==> src/rtl/posit_recip_seq.sv <==
// Posit reciprocal sequencer: Newton-Raphson x' = x*(2 - m*x) on a shared external multiplier.
// Optional stall counter output perf_stall is enabled by defining POSIT_RECIP_PERF_CNT_EN.

module seed_lookup #(
    parameter int N  = 16,
    parameter int ES = 3
) (
    input  logic [N-1:0] i_mag,
    output logic [N-1:0] o_seed,
    output logic [N-1:0] o_shifted
);
    logic          w_r;
    logic          w_done;
    logic [N-1:0]  w_run;
    logic [N-1:0]  w_k;
    logic [N-1:0]  w_body;
    logic [ES-1:0] w_exp;

    always_comb begin
        w_r    = i_mag[N-2];
        w_run  = '0;
        w_done = 1'b0;
        for (int i = N - 2; i >= 0; i--) begin
            if (!w_done) begin
                if (i_mag[i] == w_r) w_run = w_run + N'(1);
                else                 w_done = 1'b1;
            end
        end
        w_k = w_r ? (w_run - N'(1)) : (N'(0) - w_run);
        // Drop the regime run and its terminator; exponent then fraction end up MSB-aligned.
        w_body    = {i_mag[N-2:0], 1'b0} << (w_run + N'(1));
        w_exp     = w_body[N-1 -: ES];
        o_shifted = w_body;
        o_seed    = (w_k << ES) + N'(w_exp);
    end
endmodule

module posit_recip_seq #(
    parameter int           N      = 16,
    parameter int           ES     = 3,
    parameter int           ITERS  = 2,
    parameter logic [N-1:0] INIT_X = 16'h5A82
) (
    input  logic           clk,
    input  logic           rst,
    input  logic           in_valid,
    output logic           in_ready,
    input  logic [N-1:0]   in_data,
    output logic           mul_req,
    output logic [N-1:0]   mul_a,
    output logic [N-1:0]   mul_b,
    input  logic           mul_ack,
    input  logic [2*N-1:0] mul_p,
    output logic           out_valid,
    input  logic           out_ready,
    output logic           out_sign,
    output logic           out_special,
    output logic [N-1:0]   out_scale,
`ifdef POSIT_RECIP_PERF_CNT_EN
    output logic [15:0]    perf_stall,
`endif
    output logic [N-1:0]   out_frac
);
    localparam int CW = (ITERS > 1) ? $clog2(ITERS) : 1;

    typedef enum logic [2:0] {
        S_IDLE  = 3'd0,
        S_SEED  = 3'd1,
        S_MUL_A = 3'd2,
        S_SUB   = 3'd3,
        S_MUL_B = 3'd4,
        S_DONE  = 3'd5
    } state_t;

    state_t          r_state;
    logic [N-1:0]    r_data;
    logic [N-1:0]    r_mag;
    logic [N-1:0]    r_m;
    logic [N-1:0]    r_x;
    logic [N-1:0]    r_pq;
    logic [N-1:0]    r_t;
    logic [CW-1:0]   r_cnt;
    logic            r_sign;
    logic            r_special;
    logic [N-1:0]    r_scale;
    logic [N-1:0]    r_frac;

    logic [N-1:0]    w_seed;
    logic [N-1:0]    w_shifted;
    logic [N-1:0]    w_m;
    logic [N-1:0]    w_pq;
    logic            w_is_special;
    logic            w_unused_bits;

    seed_lookup #(.N(N), .ES(ES)) u_seed (
        .i_mag     (r_mag),
        .o_seed    (w_seed),
        .o_shifted (w_shifted)
    );

    // Hidden bit, then the fraction bits that follow the exponent field.
    assign w_m           = N'({1'b1, w_shifted[N-1-ES:0]}) << (ES - 1);
    assign w_pq          = mul_p[2*N-2:N-1];
    assign w_is_special  = (r_data[N-2:0] == '0);
    assign w_unused_bits = ^{mul_p[2*N-1], mul_p[N-2:0], w_shifted[N-1:N-ES]};

    assign in_ready    = (r_state == S_IDLE);
    assign out_valid   = (r_state == S_DONE);
    assign mul_req     = (r_state == S_MUL_A) || (r_state == S_MUL_B);
    assign mul_a       = (r_state == S_MUL_A) ? r_m : ((r_state == S_MUL_B) ? r_x : '0);
    assign mul_b       = (r_state == S_MUL_A) ? r_x : ((r_state == S_MUL_B) ? r_t : '0);
    assign out_sign    = r_sign;
    assign out_special = r_special;
    assign out_scale   = r_scale;
    assign out_frac    = r_frac;

    always_ff @(posedge clk) begin
        if (rst) begin
            r_state   <= S_IDLE;
            r_data    <= '0;
            r_mag     <= '0;
            r_m       <= '0;
            r_x       <= '0;
            r_pq      <= '0;
            r_t       <= '0;
            r_cnt     <= '0;
            r_sign    <= 1'b0;
            r_special <= 1'b0;
            r_scale   <= '0;
            r_frac    <= '0;
        end else begin
            case (r_state)
                S_IDLE: begin
                    if (in_valid) begin
                        r_data    <= in_data;
                        r_sign    <= in_data[N-1];
                        r_mag     <= in_data[N-1] ? -in_data : in_data;
                        r_special <= 1'b0;
                        r_scale   <= '0;
                        r_frac    <= '0;
                        r_state   <= S_SEED;
                    end
                end
                S_SEED: begin
                    if (w_is_special) begin
                        // Zero and NaR share one encoding pattern apart from the sign bit.
                        r_special <= 1'b1;
                        r_sign    <= r_data[N-1];
                        r_frac    <= '0;
                        r_scale   <= '0;
                        r_state   <= S_DONE;
                    end else begin
                        r_m     <= w_m;
                        r_scale <= -w_seed;
                        r_x     <= INIT_X;
                        r_cnt   <= '0;
                        r_state <= S_MUL_A;
                    end
                end
                S_MUL_A: begin
                    if (mul_ack) begin
                        r_pq    <= w_pq;
                        r_state <= S_SUB;
                    end
                end
                S_SUB: begin
                    r_t     <= -r_pq;
                    r_state <= S_MUL_B;
                end
                S_MUL_B: begin
                    if (mul_ack) begin
                        r_x <= w_pq;
                        if (r_cnt == CW'(ITERS - 1)) begin
                            r_frac  <= w_pq;
                            r_state <= S_DONE;
                        end else begin
                            r_cnt   <= r_cnt + CW'(1);
                            r_state <= S_MUL_A;
                        end
                    end
                end
                S_DONE: begin
                    if (out_ready) r_state <= S_IDLE;
                end
                default: r_state <= S_IDLE;
            endcase
        end
    end

`ifdef POSIT_RECIP_PERF_CNT_EN
    logic [15:0] r_perf;
    assign perf_stall = r_perf;

    always_ff @(posedge clk) begin
        if (rst) begin
            r_perf <= '0;
        end else if ((r_state == S_IDLE) && in_valid) begin
            r_perf <= '0;
        end else if (mul_req && !mul_ack && (r_perf != 16'hFFFF)) begin
            r_perf <= r_perf + 16'd1;
        end
    end
`endif
endmodule

==> config.mk <==
export PLATFORM = sky130hd
export DESIGN_NAME = posit_recip_seq
export DESIGN_NICKNAME = d
export VERILOG_FILES = /design/src/rtl/posit_recip_seq.sv
export SDC_FILE = /design/constraint.sdc
export NUM_CORES = 1
export LEC_CHECK = 0
export CAP_MARGIN = 20
export CORE_ASPECT_RATIO = 1.25
export CORE_UTILIZATION = 35
export CTS_CLUSTER_SIZE = 25
export DETAILED_ROUTE_END_ITERATION = 10
export PLACE_DENSITY_LB_ADDON = 0.2
export SLEW_MARGIN = 25
export SYNTH_ARGS = -nofsm -noshare
export SYNTH_HDL_FRONTEND = slang
export SYNTH_SLANG_ARGS = --single-unit
==> constraint.sdc <==
create_clock -name clk -period 11.8 [get_ports clk]
set_clock_uncertainty 0.05 [all_clocks]
set_input_delay 2.36 -clock clk [delete_from_list [all_inputs] [get_ports clk]]
set_output_delay 2.36 -clock clk [all_outputs]
set_load 0.005 [all_outputs]
==> results of run 1 <==
[cell families after synthesis]
| family | Yosys count | synth area share (%) |
|---|---|---|
| buffers and inverters | 115 | 4.96 |
| xor gates and xnor gates | 79 | 8.38 |
| muxes | 40 | 4.42 |
| adders and majority gates | 32 | 4.28 |
| AOI/OAI and AO/OA | 326 | 23.9 |
| and+or+nand+nor | 503 | 26.1 |
| DFF | 129 | 28.0 |
[worst min-delay path, stage by stage (launching register included)]
cell     delay, ps
dfxtp_1        300
nand2_1         50
a21oi_1         50
[layout make-up]
cell class / instances / share of cell area, %
multi-input cells: 980 / 54.9
flip-flops and latches: 129 / 22.3
repair buffers: 164 / 12.9
clock buffers: 17 / 3.66
well taps: 340 / 3.66
clock inverters: 13 / 1.61
inverters: 31 / 1.00
[synth_stat cells (16+ instances only)]
library cell | instances | share of area [%]
clkbuf_1 | 69 | 2.8
nor3_1 | 32 | 1.7
nor2b_1 | 16 | 1.1
a21oi_1 | 106 | 5.7
nor2_1 | 122 | 5.0
a211oi_1 | 22 | 1.8
xor2_1 | 28 | 2.7
mux2i_1 | 36 | 3.9
or3_1 | 18 | 1.2
ha_1 | 30 | 4.1
inv_1 | 31 | 1.3
o21ai_0 | 45 | 2.4
nand3_1 | 43 | 2.3
a22o_1 | 30 | 2.8
a22oi_1 | 24 | 2.0
dfxtp_1 | 129 | 28
xnor2_1 | 46 | 4.4
nand2_1 | 168 | 6.8
[per-stage QoR]
step                instance area [µm²]  setup slack [ps]
floorplan                          9250              10.7
global placement                  10700              23.5
detailed placement                10800             -67.9
CTS                               11400              35.0
global route                      11600              -120
finish                            11600               625
[flip-flops by register name, indices dropped and copies added (netlist names)]
| name | cells |
|---|---|
| out_frac | 16 |
| out_scale | 16 |
| r_data | 16 |
| r_pq | 16 |
| r_t | 16 |
| r_x | 16 |
| r_mag | 14 |
| r_m | 13 |
| r_state | 3 |
| out_sign | 1 |
| out_special | 1 |
| r_cnt | 1 |
[layer usage]
metal  wire (µm)  vias to the layer above  track usage (%)
li1            -                     4581                -
met1       11600                     4166             22.6
met2       14200                      147             38.2
met3         663                       37             3.05
met4         677                        0             7.42
met5           0                        -                0
[how the worst max path moves through the flow]
stage                                start  slack (ps)                         end  cells past startpoint
CTS                 r_mag[14]$_SDFFE_PP0P_          30  out_scale[15]$_SDFFE_PP0P_                     68
floorplan           r_mag[14]$_SDFFE_PP0P_          10  out_scale[15]$_SDFFE_PP0P_                     66
detailed placement  r_mag[14]$_SDFFE_PP0P_         -70  out_scale[15]$_SDFFE_PP0P_                     67
finish              r_mag[14]$_SDFFE_PP0P_         620  out_scale[15]$_SDFFE_PP0P_                     63
global placement    r_mag[14]$_SDFFE_PP0P_          20  out_scale[15]$_SDFFE_PP0P_                     67
global route        r_mag[14]$_SDFFE_PP0P_        -120  out_scale[15]$_SDFFE_PP0P_                     66
[what timing repair did]
action	CTS	global route
setup buffers	0	10
gates cloned	0	0
resized for setup	4	40
endpoints found under the setup margin	1	8
hold endpoints to repair	0	0
pin swaps	1	23
==> flow_metrics.py, run 1 <==
metrics = {
    "routing": {
        "via_per_inst": 5.34,
        "drt-wirelength-per-cell_um": 16.2,
        "wl_um": 27200,
        "ant_nets": 0,
        "drt_iter0_markers": 483,
        "drt_drc_violations_left": 0,
        "dr.pass1.iters": 5,
        "num_vias": 8931,
    },
    "layout": {
        "fillers": 2659,
        "utilization_pct": 44.6,
        "layout_commonest_cell": "nand2_1",
        "layout-drive-gt1-share_pct": 11.5,
        "instances_no_fill": 1674,
        "multi_input_area_um2": 6370,
        "syn_to_final_growth_pct": 25.7,
        "n_antenna_cell": 0,
        "seqCellArea_um2": 2580,
        "mostFrequentLayoutCells": "166 x nand2_1, 127 x dfxtp_1, 120 x nor2_1, 104 x clkdlybuf4s50_1, 103 x a21oi_1",
        "fin_nets": 1406,
    },
    "min_path": {
        "min_to": "out_frac[7]$_SDFFE_PP0P_",
        "hold_depth": 2,
        "min-delay-start": "out_frac[7]$_SDFFE_PP0P_",
        "min_path_type": "reg -> reg",
    },
    "die": {
        "dieArea_um2": 27100,
        "chipHeight_um": 184,
        "coreArea_um2": 26000,
        "initial_core_util_pct": 35.5,
        "die_w_um": 147,
        "num_io_pins": 122,
        "rows": 66,
    },
    "timing": {
        "fin_crit_ps": 11180,
        "period_share_pct": 94.7,
        "hold_violations": 0,
        "setup_violations": 0,
        "timing.hold.ws_ps": 399,
        "max_freq_mhz": 89.5,
        "relSlewSlack_pct": 37.1,
        "finalSetupTns_ps": 0,
        "tightest_slew_ps": 941,
        "drv_slew": 0,
    },
    "critical_path": {
        "worstSetupPathType": "reg -> reg",
        "crit_fanout": 10,
        "r2r_end": "out_scale[15]$_SDFFE_PP0P_",
        "cp_top_family": "adder cells",
        "timing.rr.start": "r_mag[14]$_SDFFE_PP0P_",
        "path_buf_inv": 3,
        "rrSetupSlack_ps": 620,
        "cp.arrival_ps": 11480,
        "max_stage_delay_ps": 460,
        "cp-end-kind": "flop",
        "cpMaxStageDelayCell": "ha_2",
        "cp-start-kind": "flop",
        "reg2regPathDepth": 63,
        "required_ps": 12110,
        "path_common_cell": "ha_1",
    },
    "synth": {
        "syn-num-nets": 1307,
        "synth-seq-area-share_pct": 28.0,
        "syn_avg_cell_area_um2": 7.55,
        "synth_edf_count": 0,
        "syn_inst": 1224,
        "synth_cell_types": 90,
        "yosysWarnings": 0,
        "synth_seq_cells": 129,
        "synth_top_flop_cell": "dfxtp_1",
        "syn-cell-area_um2": 9240,
        "synthArstFlopShare_pct": 0,
    },
    "global_route": {
        "overflow": 0,
        "antenna_found_initial": 0,
        "grt_pass1_wl_um": 43400,
        "grt_use_total_pct": 20.2,
        "grt_pass1_vias": 8392,
        "grt_start_max_net_pins": 72,
    },
    "run": {
        "maxCapViolCount": 0,
    },
    "clock_tree": {
        "cts_max_level": 4,
        "cts_root_buffer": "clkbuf_16",
        "cts_sinks": 129,
        "postCtsHoldBufs": 0,
        "clk_pin_slew_ps": 60,
        "clock_path_buffers": 2,
        "cts_tree": "built",
        "worstSkewPairLatency_ps": 430,
        "numCtsBuffers": 17,
    },
    "status": {
        "status": "finished clean",
    },
    "place": {
        "gp_congestion": 0.908,
        "dp_hpwl_um": 20400,
        "place_inst": 1634,
        "io_buffers": 105,
    },
}
Power of run 1 is not shown: default switching activity piles up to over one toggle a cycle in this logic, so the estimate is an artifact.
==> inputs of run 2 (changes only) <==
- CAP_MARGIN: 20 -> unset
==> results of run 2 <==
No change in the layout: final DEF, timing and power equal those of run 1.
Power of run 2 is left out for the same reason.
